$ cat src/rtl/mux_sync_arb.sv
// Source-side scheduler for a MUX-synchronizer crossing: round-robin grants onto a registered
// bus, holding data/enable for HOLD_CYC cycles, then data only for a GAP_CYC guard gap.
module mux_sync_arb #(
  parameter int unsigned NREQ     = 4,
  parameter int unsigned DW       = 4,
  parameter int unsigned HOLD_CYC = 4,
  parameter int unsigned GAP_CYC  = 2
) (
  input  logic                    clka,
  input  logic                    rst,
  input  logic                    arb_en_i,
  input  logic [NREQ-1:0]         req_i,
  input  logic [NREQ*DW-1:0]      data_in_i,
  output logic [NREQ-1:0]         gnt_o,
  output logic [DW-1:0]           bus_data_o,
  output logic                    bus_en_o,
  output logic                    busy_o,
  output logic [$clog2(NREQ)-1:0] last_id_o
);

  localparam int unsigned IdW     = $clog2(NREQ);
  localparam int unsigned MaxHold = (HOLD_CYC > 2) ? HOLD_CYC : 2;
  localparam int unsigned MaxCyc  = (MaxHold > GAP_CYC) ? MaxHold : GAP_CYC;
  localparam int unsigned CntW    = $clog2(MaxCyc);

  localparam logic [CntW-1:0] HoldInit = CntW'(HOLD_CYC - 1);
  localparam logic [CntW-1:0] GapInit  = CntW'((GAP_CYC > 0) ? GAP_CYC - 1 : 0);
  localparam logic [IdW-1:0]  PtrInit  = IdW'(NREQ - 1);

  typedef enum logic [1:0] {StIdle, StHold, StGap} state_e;

  state_e            state_q;
  logic [CntW-1:0]   cnt_q;
  logic [IdW-1:0]    ptr_q;
  logic [IdW-1:0]    last_id_q;
  logic [NREQ-1:0]   gnt_q;
  logic [DW-1:0]     bus_data_q;
  logic              bus_en_q;
  logic              busy_q;

  logic [NREQ-1:0]   rot;
  logic              win_found;
  int unsigned       win_off;
  logic [IdW-1:0]    win_id;
  logic [NREQ-1:0]   win_oh;

  // rot[j] is the request of requester (ptr+1+j) mod NREQ; lowest set bit wins.
  always_comb begin
    rot       = NREQ'({req_i, req_i} >> (32'(ptr_q) + 32'd1));
    win_found = 1'b0;
    win_off   = 0;
    for (int j = NREQ - 1; j >= 0; j--) begin
      if (rot[j]) begin
        win_found = 1'b1;
        win_off   = unsigned'(j);
      end
    end
    win_id = IdW'((32'(ptr_q) + 32'd1 + win_off) % NREQ);
    win_oh = NREQ'(1) << win_id;
  end

  always_ff @(posedge clka or posedge rst) begin
    if (rst) begin
      state_q    <= StIdle;
      cnt_q      <= '0;
      ptr_q      <= PtrInit;
      last_id_q  <= '0;
      gnt_q      <= '0;
      bus_data_q <= '0;
      bus_en_q   <= 1'b0;
      busy_q     <= 1'b0;
    end else begin
      gnt_q <= '0;
      unique case (state_q)
        StIdle: begin
          if (arb_en_i && win_found) begin
            bus_data_q <= data_in_i[32'(win_id)*DW +: DW];
            bus_en_q   <= 1'b1;
            gnt_q      <= win_oh;
            last_id_q  <= win_id;
            ptr_q      <= win_id;
            cnt_q      <= HoldInit;
            busy_q     <= 1'b1;
            state_q    <= StHold;
          end
        end
        StHold: begin
          if (cnt_q == '0) begin
            bus_en_q <= 1'b0;
            if (GAP_CYC > 0) begin
              cnt_q   <= GapInit;
              state_q <= StGap;
            end else begin
              busy_q  <= 1'b0;
              state_q <= StIdle;
            end
          end else begin
            cnt_q <= cnt_q - CntW'(1);
          end
        end
        StGap: begin
          // Data stays frozen so the destination enable can fall before the bus changes.
          if (cnt_q == '0) begin
            busy_q  <= 1'b0;
            state_q <= StIdle;
          end else begin
            cnt_q <= cnt_q - CntW'(1);
          end
        end
        default: begin
          busy_q  <= 1'b0;
          state_q <= StIdle;
        end
      endcase
    end
  end

  assign gnt_o      = gnt_q;
  assign bus_data_o = bus_data_q;
  assign bus_en_o   = bus_en_q;
  assign busy_o     = busy_q;
  assign last_id_o  = last_id_q;

endmodule

$ cat config.mk
export PLATFORM = sky130hd
export DESIGN_NAME = mux_sync_arb
export DESIGN_NICKNAME = d
export VERILOG_FILES = /design/src/rtl/mux_sync_arb.sv
export SDC_FILE = /design/constraint.sdc
export NUM_CORES = 1
export LEC_CHECK = 0
export ABC_AREA = 1
export CAP_MARGIN = 20
export CORE_UTILIZATION = 35
export CTS_CLUSTER_SIZE = 30
export DETAILED_ROUTE_END_ITERATION = 10
export PLACE_DENSITY = 0.71
export SYNTH_ARGS = -nofsm -noshare
export SYNTH_HDL_FRONTEND = slang
export SYNTH_SLANG_ARGS = --single-unit
$ cat constraint.sdc
create_clock -name clka -period 3.6 [get_ports clka]
set_input_delay 1.08 -clock clka [delete_from_list [all_inputs] [get_ports clka]]
set_output_delay 1.08 -clock clka [all_outputs]
set_load 0.05 [all_outputs]
* Word level (Yosys, flattened, before mapping)
Index checks and enable logic that the tools add are counted.
Storage, ports and cells: register bits after elaboration 18, input bits 23, output and inout bits 12
Operators by class: $add $sub $neg 3, equality and inequality tests 6, shift-type cells 3, muxes and demuxes 22, bitwise operators 1, reductions and logical operators 10
Operator list (number):
- 2-to-1 mux 2 bit | 10
- variable part select 16 x 5 -> 4 bit | 1
- one-hot mux 2 bit (3 select lines) | 2
- AND reduction 3 bit | 4
- 2-to-1 mux 4 bit | 2
- != test 2 bit (second input constant) | 4
- right shift 8 x 3 -> 4 bit | 1
- 2-to-1 mux 1 bit | 6
- logical NOT 2 bit | 2
- << shifter 1 x 2 -> 4 bit (first input constant) | 1
- adder 2 x 1 -> 3 bit (second input constant) | 1
- one-hot mux 1 bit (3 select lines) | 1
- nonzero test 3 bit | 1
- adder 2 bit | 1
- == test 2 x 1 -> 1 bit (second input constant) | 1
- == test 2 bit (second input constant) | 1
- one-hot mux 1 bit (2 select lines) | 1
- AND reduction 2 bit | 1
- nonzero test 2 bit | 1
- subtractor 2 x 1 -> 2 bit (second input constant) | 1
- logical AND 1 bit | 1
- inverter 1 bit | 1

* Logic depth before layout (Yosys ltp)
word-level depth 10, depth in mapped cells 18

* Least setup slack after synthesis
Ideal clock, no wire load.
kind input port to flip-flop, from in req_i[2], to reg bus_data_q[0] (netlist: bus_data_o[0]), data arrival time 2.472 ns, data required time 3.482 ns, setup slack 1.011 ns, cell stages on the path 17, cell sequence nand2_1 > nand3_1 > nand2_1 > nand3_1 > a21boi_0 > ha_1 > inv_1 > nor2_1 > nor2_1 > nand2_1 > nand2_1 > inv_1 > nand2_4 > nand2_8 > nand2_2 > nand3_1 > nand2_1
Between the ends: longest elaborated chain between the ends 7, elaborated cells between the ends (all ways) 13, classes of those cells add/sub (1); shift (2); mux (8); reduce/logical (2)
Ends and longest elaborated chain:
- start: declaration | RTL line 12 | input logic [NREQ-1:0] req_i,
- right shift 8 x 3 -> 4 bit * | RTL line 49 | rot = NREQ'({req_i, req_i} >> (32'(ptr_q) + 32'd1));
- 2-to-1 mux 2 bit or 2-to-1 mux 1 bit (tied branches) (4 in series) | RTL line 53 | if (rot[j]) begin
- adder 2 bit or logical AND 1 bit (tied branches) | RTL line 58, 76
- variable part select 16 x 5 -> 4 bit or AND reduction 2 bit (tied branches)
- end signal: assignment | RTL line 77 | bus_data_q <= data_in_i[32'(win_id)*DW +: DW];
- end: declaration | RTL line 37 | logic [DW-1:0] bus_data_q;
Mark *: on every way between the ends. The rest lies on a longest branch, timed or not. A chain may end at the register's enable or synchronous reset.

* Final worst setup path
from in req_i[0], to reg bus_data_q[1] (netlist: bus_data_o[1])
Between the ends: longest elaborated chain between the ends 7, elaborated cells between the ends (all ways) 13, classes of those cells add/sub (1); shift (2); mux (8); reduce/logical (2)
Ends and longest elaborated chain:
- right shift 8 x 3 -> 4 bit * | RTL line 49
- 2-to-1 mux 2 bit (3 in series) | RTL line 53
- 2-to-1 mux 2 bit * | RTL line 53
- adder 2 bit * | RTL line 58 | win_id = IdW'((32'(ptr_q) + 32'd1 + win_off) % NREQ);
- named net win_id[0] | RTL line 44 | logic [IdW-1:0] win_id;
- variable part select 16 x 5 -> 4 bit * | RTL line 77
Mark *: on every way through the listed nets, which the timed path passes. The rest lies on a longest branch.

==> metrics.txt <==
status finished, final reports clean; number of diodes 0; Initial DRC Count 27; Critical Path AT approximately 3.2 ns; Area growth syn-to-layout 34.58%; die height just over 60 µm; main combinational cell family by area after synthesis simple AND/OR/NAND/NOR gates; CP required ~3.8 ns; Synth Area in XOR/XNOR 0; CORE AREA 3363 µm²; Yosys warning count 0; RSZ-0062 raised after global routing false; max_slew headroom 0.5530; Post-Synthesis Cell Area around 1200 µm²; final setup violation count 0; Synth Area in Compound Gates 0.04637; count leader, synth nand2_1; max cap viols 0; crit start category primary input; PostCTS Resize Cnt 0; Max Buffers Root-to-Sink 2; H-tree depth 1; filler cell count 351; Initial Util 0.3690; ANT nets after route 0; Async SR Flop Fraction 1.000; vias per inst roughly 4.7; DR pass1 iterations 4; post-synthesis mux area share 0.06452; Setup TNS 0 ns; Reg clk slew, reported paths ~0.10 ns; Yosys cell types 26; count of nets after finishing ~220; port bufs 34; via count 1,082; syn_area_per_cell between 8 and 9 µm²; critical path type in2reg; Most used DFF post-synth dfrtp_1; area leader, netlist dfrtp_1; DIE AREA 3788 µm²; setup bufs post-CTS 0; share of post-route cells with drive strength above 1 0.2000; post-synthesis sequential area ratio 0.3649; area of the multi-input gates slightly above 700 µm²; clock root buffer clkbuf_4; Crit. End Element flop; CTS hold repair buffers 0; Synth area leaders dfrtp_1 32%, nand2_1 12%, nand3_1 8.5%; clk_skew 0.004554 ns; Slew Limit Fails 0; initial antenna violation count 0; Post-Route WL between 2 and 3 mm; CTS tree done; crit-path max FO 12; Die Span X about 62 µm; grt total ovfl 0; Seq cells post-synth 18; Net Count, Synth 178; Clock Latency Late Sink roughly 0.29 ns; simple logic cell fraction of the synthesized area 0.3992; FP Rows 21; DP HPWL about 2.1 mm; largest net degree at the start of global routing 19; Reg area approximately 450 µm²; aggregate global-route resource usage 0.1538; DRC viols 0; vias in the first global route 1,034; first-pass GRT wire length ~4.3 mm; Final min period ~3.0 ns; Mapped Cells approximately 150; CTS buffer count 3; number of flops mapped to enable cells by yosys 0; final period utilization 0.8371; Least-Margin Pin Slew between 0.6 and 0.7 ns; Routed WL per cell approximately 11 µm; clock sinks 18; adder-cell share of the synthesized area 0.07056; post-synth top area share 0.3226; Fmax ~330 MHz; endpoints failing hold 0; gp weighted congestion 0.8462; Hold WC Path Type reg2reg; I/O pin total 35; most instantiated cells after synthesis 39 x nand2_1, 21 x nand3_1, 16 x dfrtp_1
-- metrics by stage --
step	utilization	hold slack [ns]	setup slack, ns	std cells	area, µm²
floorplan	-	0.4657	1.011	148	1241
global placement	0.4859	0.4593	0.3325	227	1634
detailed placement	0.4859	0.4692	0.2492	227	1634
CTS	0.4967	0.4970	0.5676	231	1670
global route	0.4967	0.5121	0.4017	231	1670
finish	0.4967	0.4864	0.5864	231	1670
-- flip-flops by register name, indices dropped and copies added, names as in the netlist --
name        flops
bus_data_o      4
bus_en_o        1
busy_o          1
cnt_q           2
gnt_o           4
last_id_o       2
ptr_q           2
state_q         2
-- layer usage --
layer,vias up,wire length [µm],track usage
met5,-,0,0
li1,558,-,-
met2,35,1342,0.2857
met1,487,1171,0.1828
met3,2,116,0.03782
met4,0,13,0.01905
-- placed cells by master (no fill, tap or decap), drive strengths merged, types with 2 or more instances in the layout --
| cell type | instances |
|---|---|
| nand2 | 58 |
| clkdlybuf4s50 | 34 |
| nand3 | 23 |
| dfrtp | 16 |
| inv | 14 |
| mux2i | 8 |
| ha | 7 |
| nor2 | 6 |
| o21ai | 5 |
| clkbuf | 4 |
| a21oi | 2 |
| dfstp | 2 |
-- critical path, stage by stage --
cell and delay [ns]:
clkdlybuf4s50_1 0.49, nand2_1 0.08, nand3_1 0.09, nand2_1 0.11
nand3_1 0.09, a21boi_0 0.08, ha_1 0.69, mux2i_1 0.25
nand3_1 0.10, nand3_1 0.09, nand2_1 0.05
-- cell families after synthesis --
group                    after synthesis
adder cells (fa/ha/maj)                7
buffers and inverters                 16
flip-flops                            18
AND/OR/NAND/NOR                       90
multiplexers                           8
AO/OA/AOI/OAI                          9
-- path summary, 6_finish.rpt --
check                           endpoint           from  cells after the start  slack [ns]
setup / recovery           bus_data_o[1]       req_i[0]                     11        0.59
hold / removal             bus_data_o[1]  bus_data_o[1]                      2        0.49
setup reg to reg           bus_data_o[1]       ptr_q[0]                     18        1.19
hold reg to reg            bus_data_o[1]  bus_data_o[1]                      2        0.49
max in group asynchronous  bus_data_o[3]            rst                      2        2.00
min in group asynchronous  bus_data_o[2]            rst                      2        1.17
-- final cells by class --
type | instances | area share
clock buffer | 4 | 0.02172
inverter | 15 | 0.03745
multi-input combinational | 114 | 0.4315
sequential | 18 | 0.2712
tap | 46 | 0.03446
timing repair buffer | 34 | 0.2037
Power is left out: the tool's default activity adds up to more than one toggle a clock period on the data nets, which glitch-free logic cannot reach.
==> patch (same flow settings) <==
Change the parameter `HOLD_CYC` from 4 to 16.
--- a/src/rtl/mux_sync_arb.sv
+++ b/src/rtl/mux_sync_arb.sv
@@ -5,3 +5,3 @@
   parameter int unsigned DW       = 4,
-  parameter int unsigned HOLD_CYC = 4,
+  parameter int unsigned HOLD_CYC = 16,
   parameter int unsigned GAP_CYC  = 2
Check against the original RTL: not equivalent (Yosys sat finds a counterexample within 10 cycles, from zero or initial values and one cycle with rst high).
==> patch against the original RTL <==
Register-to-register slack improved by 0.08 ns; sequential cell count rose by 2; global-route usage rose by 0.055 points; non-clock buffer count did not move; setup slack improved by 0.16 ns; cell area rose by 1.6%; utilization rose by 0.39 points; wire length fell by 1.2%; area after synthesis rose by 2.0%; worst hold slack improved by 0.011 ns; count of clock-buffer cells in the layout did not move; critical endpoint is now gnt_o[2]$_DFF_PP0_; largest cell class unchanged.
==> patch: results <==
placed_design:
  place_inst: 252
  dpl_worst_slack_ns: 0.423
  finalWeightedCongestion: 0.782
  postPlaceCellArea_um2: 1660
  place.detailed.hpwl_um: 2080
setup_path:
  worstPathMaxFanout: 8
  critPathTopFamily: "simple AND/OR/NAND/NOR gates"
  cp.arrival_ns: 3.08
  max_stage_delay_ns: 0.41
global_routing:
  grt_max_degree: 21
  grtUsageTotal_pct: 15.4
  first_global_vias: 1169
  use_met1_pct: 18.6
  met2_usage_pct: 27.5
  grtUsageMet3_pct: 4.41
timing:
  worst_slew_pin_slew_ns: 0.763
  clock_skew_ns: 0.00864
synth:
  avgSynthCellArea_um2: 7.32
  yosysSeqAreaShare_pct: 39.7
  syn-num-nets: 203
  synthDistinctLibCells: 23
  synthAdderAreaFrac_pct: 6.92
  synth_xor_xnor_area_share_pct: 1.38
  ys_top_cells_by_area: "dfrtp_1, nand2_1, nand3_1"
detailed_routing:
  vias: 1171
  wl_met1_um: 1240
  drtIter0Drc: 48
  dr_wl_met3_um: 141
  wl_per_cell_um: 10.2
  wl_met2_um: 1220
layout:
  final_net_count: 241
  n_fill_cell: 341
  drive_gt1_share_pct: 8.57
outcome:
  status: "complete, no violations"
-- patch: cell types whose count changed after synthesis, sizes merged, moves of 2 or more --
cell | unedited run | this run
mux2i | 8 | 2
nor2 | 6 | 9
nand2 | 58 | 70
dfrtp | 16 | 18
nand3 | 23 | 21
o21ai | 5 | 11
inv | 14 | 22
xor2 | 0 | 2
-- patch: path summary, 6_finish.rpt --
check / startpoint / endpoint / slack (ns) / cells after the start
min in group asynchronous: rst / cnt_q[1]$_DFFE_PP0P_ / 1.20 / 2
worst max register to register: ptr_q[0]$_DFFE_PP1P_ / gnt_o[2]$_DFF_PP0_ / 1.27 / 15
worst max-delay path: req_i[2] / gnt_o[2]$_DFF_PP0_ / 0.75 / 15
worst min register to register: last_id_o[0]$_DFFE_PP0P_ / last_id_o[0]$_DFFE_PP0P_ / 0.50 / 2
max in group asynchronous: rst / last_id_o[0]$_DFFE_PP0P_ / 1.92 / 2
worst min-delay path: last_id_o[0]$_DFFE_PP0P_ / last_id_o[0]$_DFFE_PP0P_ / 0.50 / 2
-- patch: tightest hold or removal path, stage by stage (launching register included) --
cell,delay (ns)
dfrtp_1,0.36
nand2_1,0.05
nand2_1,0.06
-- patch: power groups by stage --
stage | combinational, µW | sequential (µW) | clock, µW
2_1_floorplan | 714 | 634 | 0
3_3_place_gp | 1220 | 419 | 0
3_5_place_dp | 1240 | 419 | 0
4_1_cts | 1240 | 415 | 137
5_1_grt | 1380 | 436 | 146
6_report | 1230 | 414 | 132
-- patch: cell type report --
type	count	area [µm²]	area share, %
Inverter	22	82.6	4.87
Clock buffer	4	36.3	2.14
Sequential cell	20	503	29.6
Timing Repair Buffer	34	340	20.1
Tap cell	46	57.6	3.39
Multi-Input combinational cell	130	677	39.9
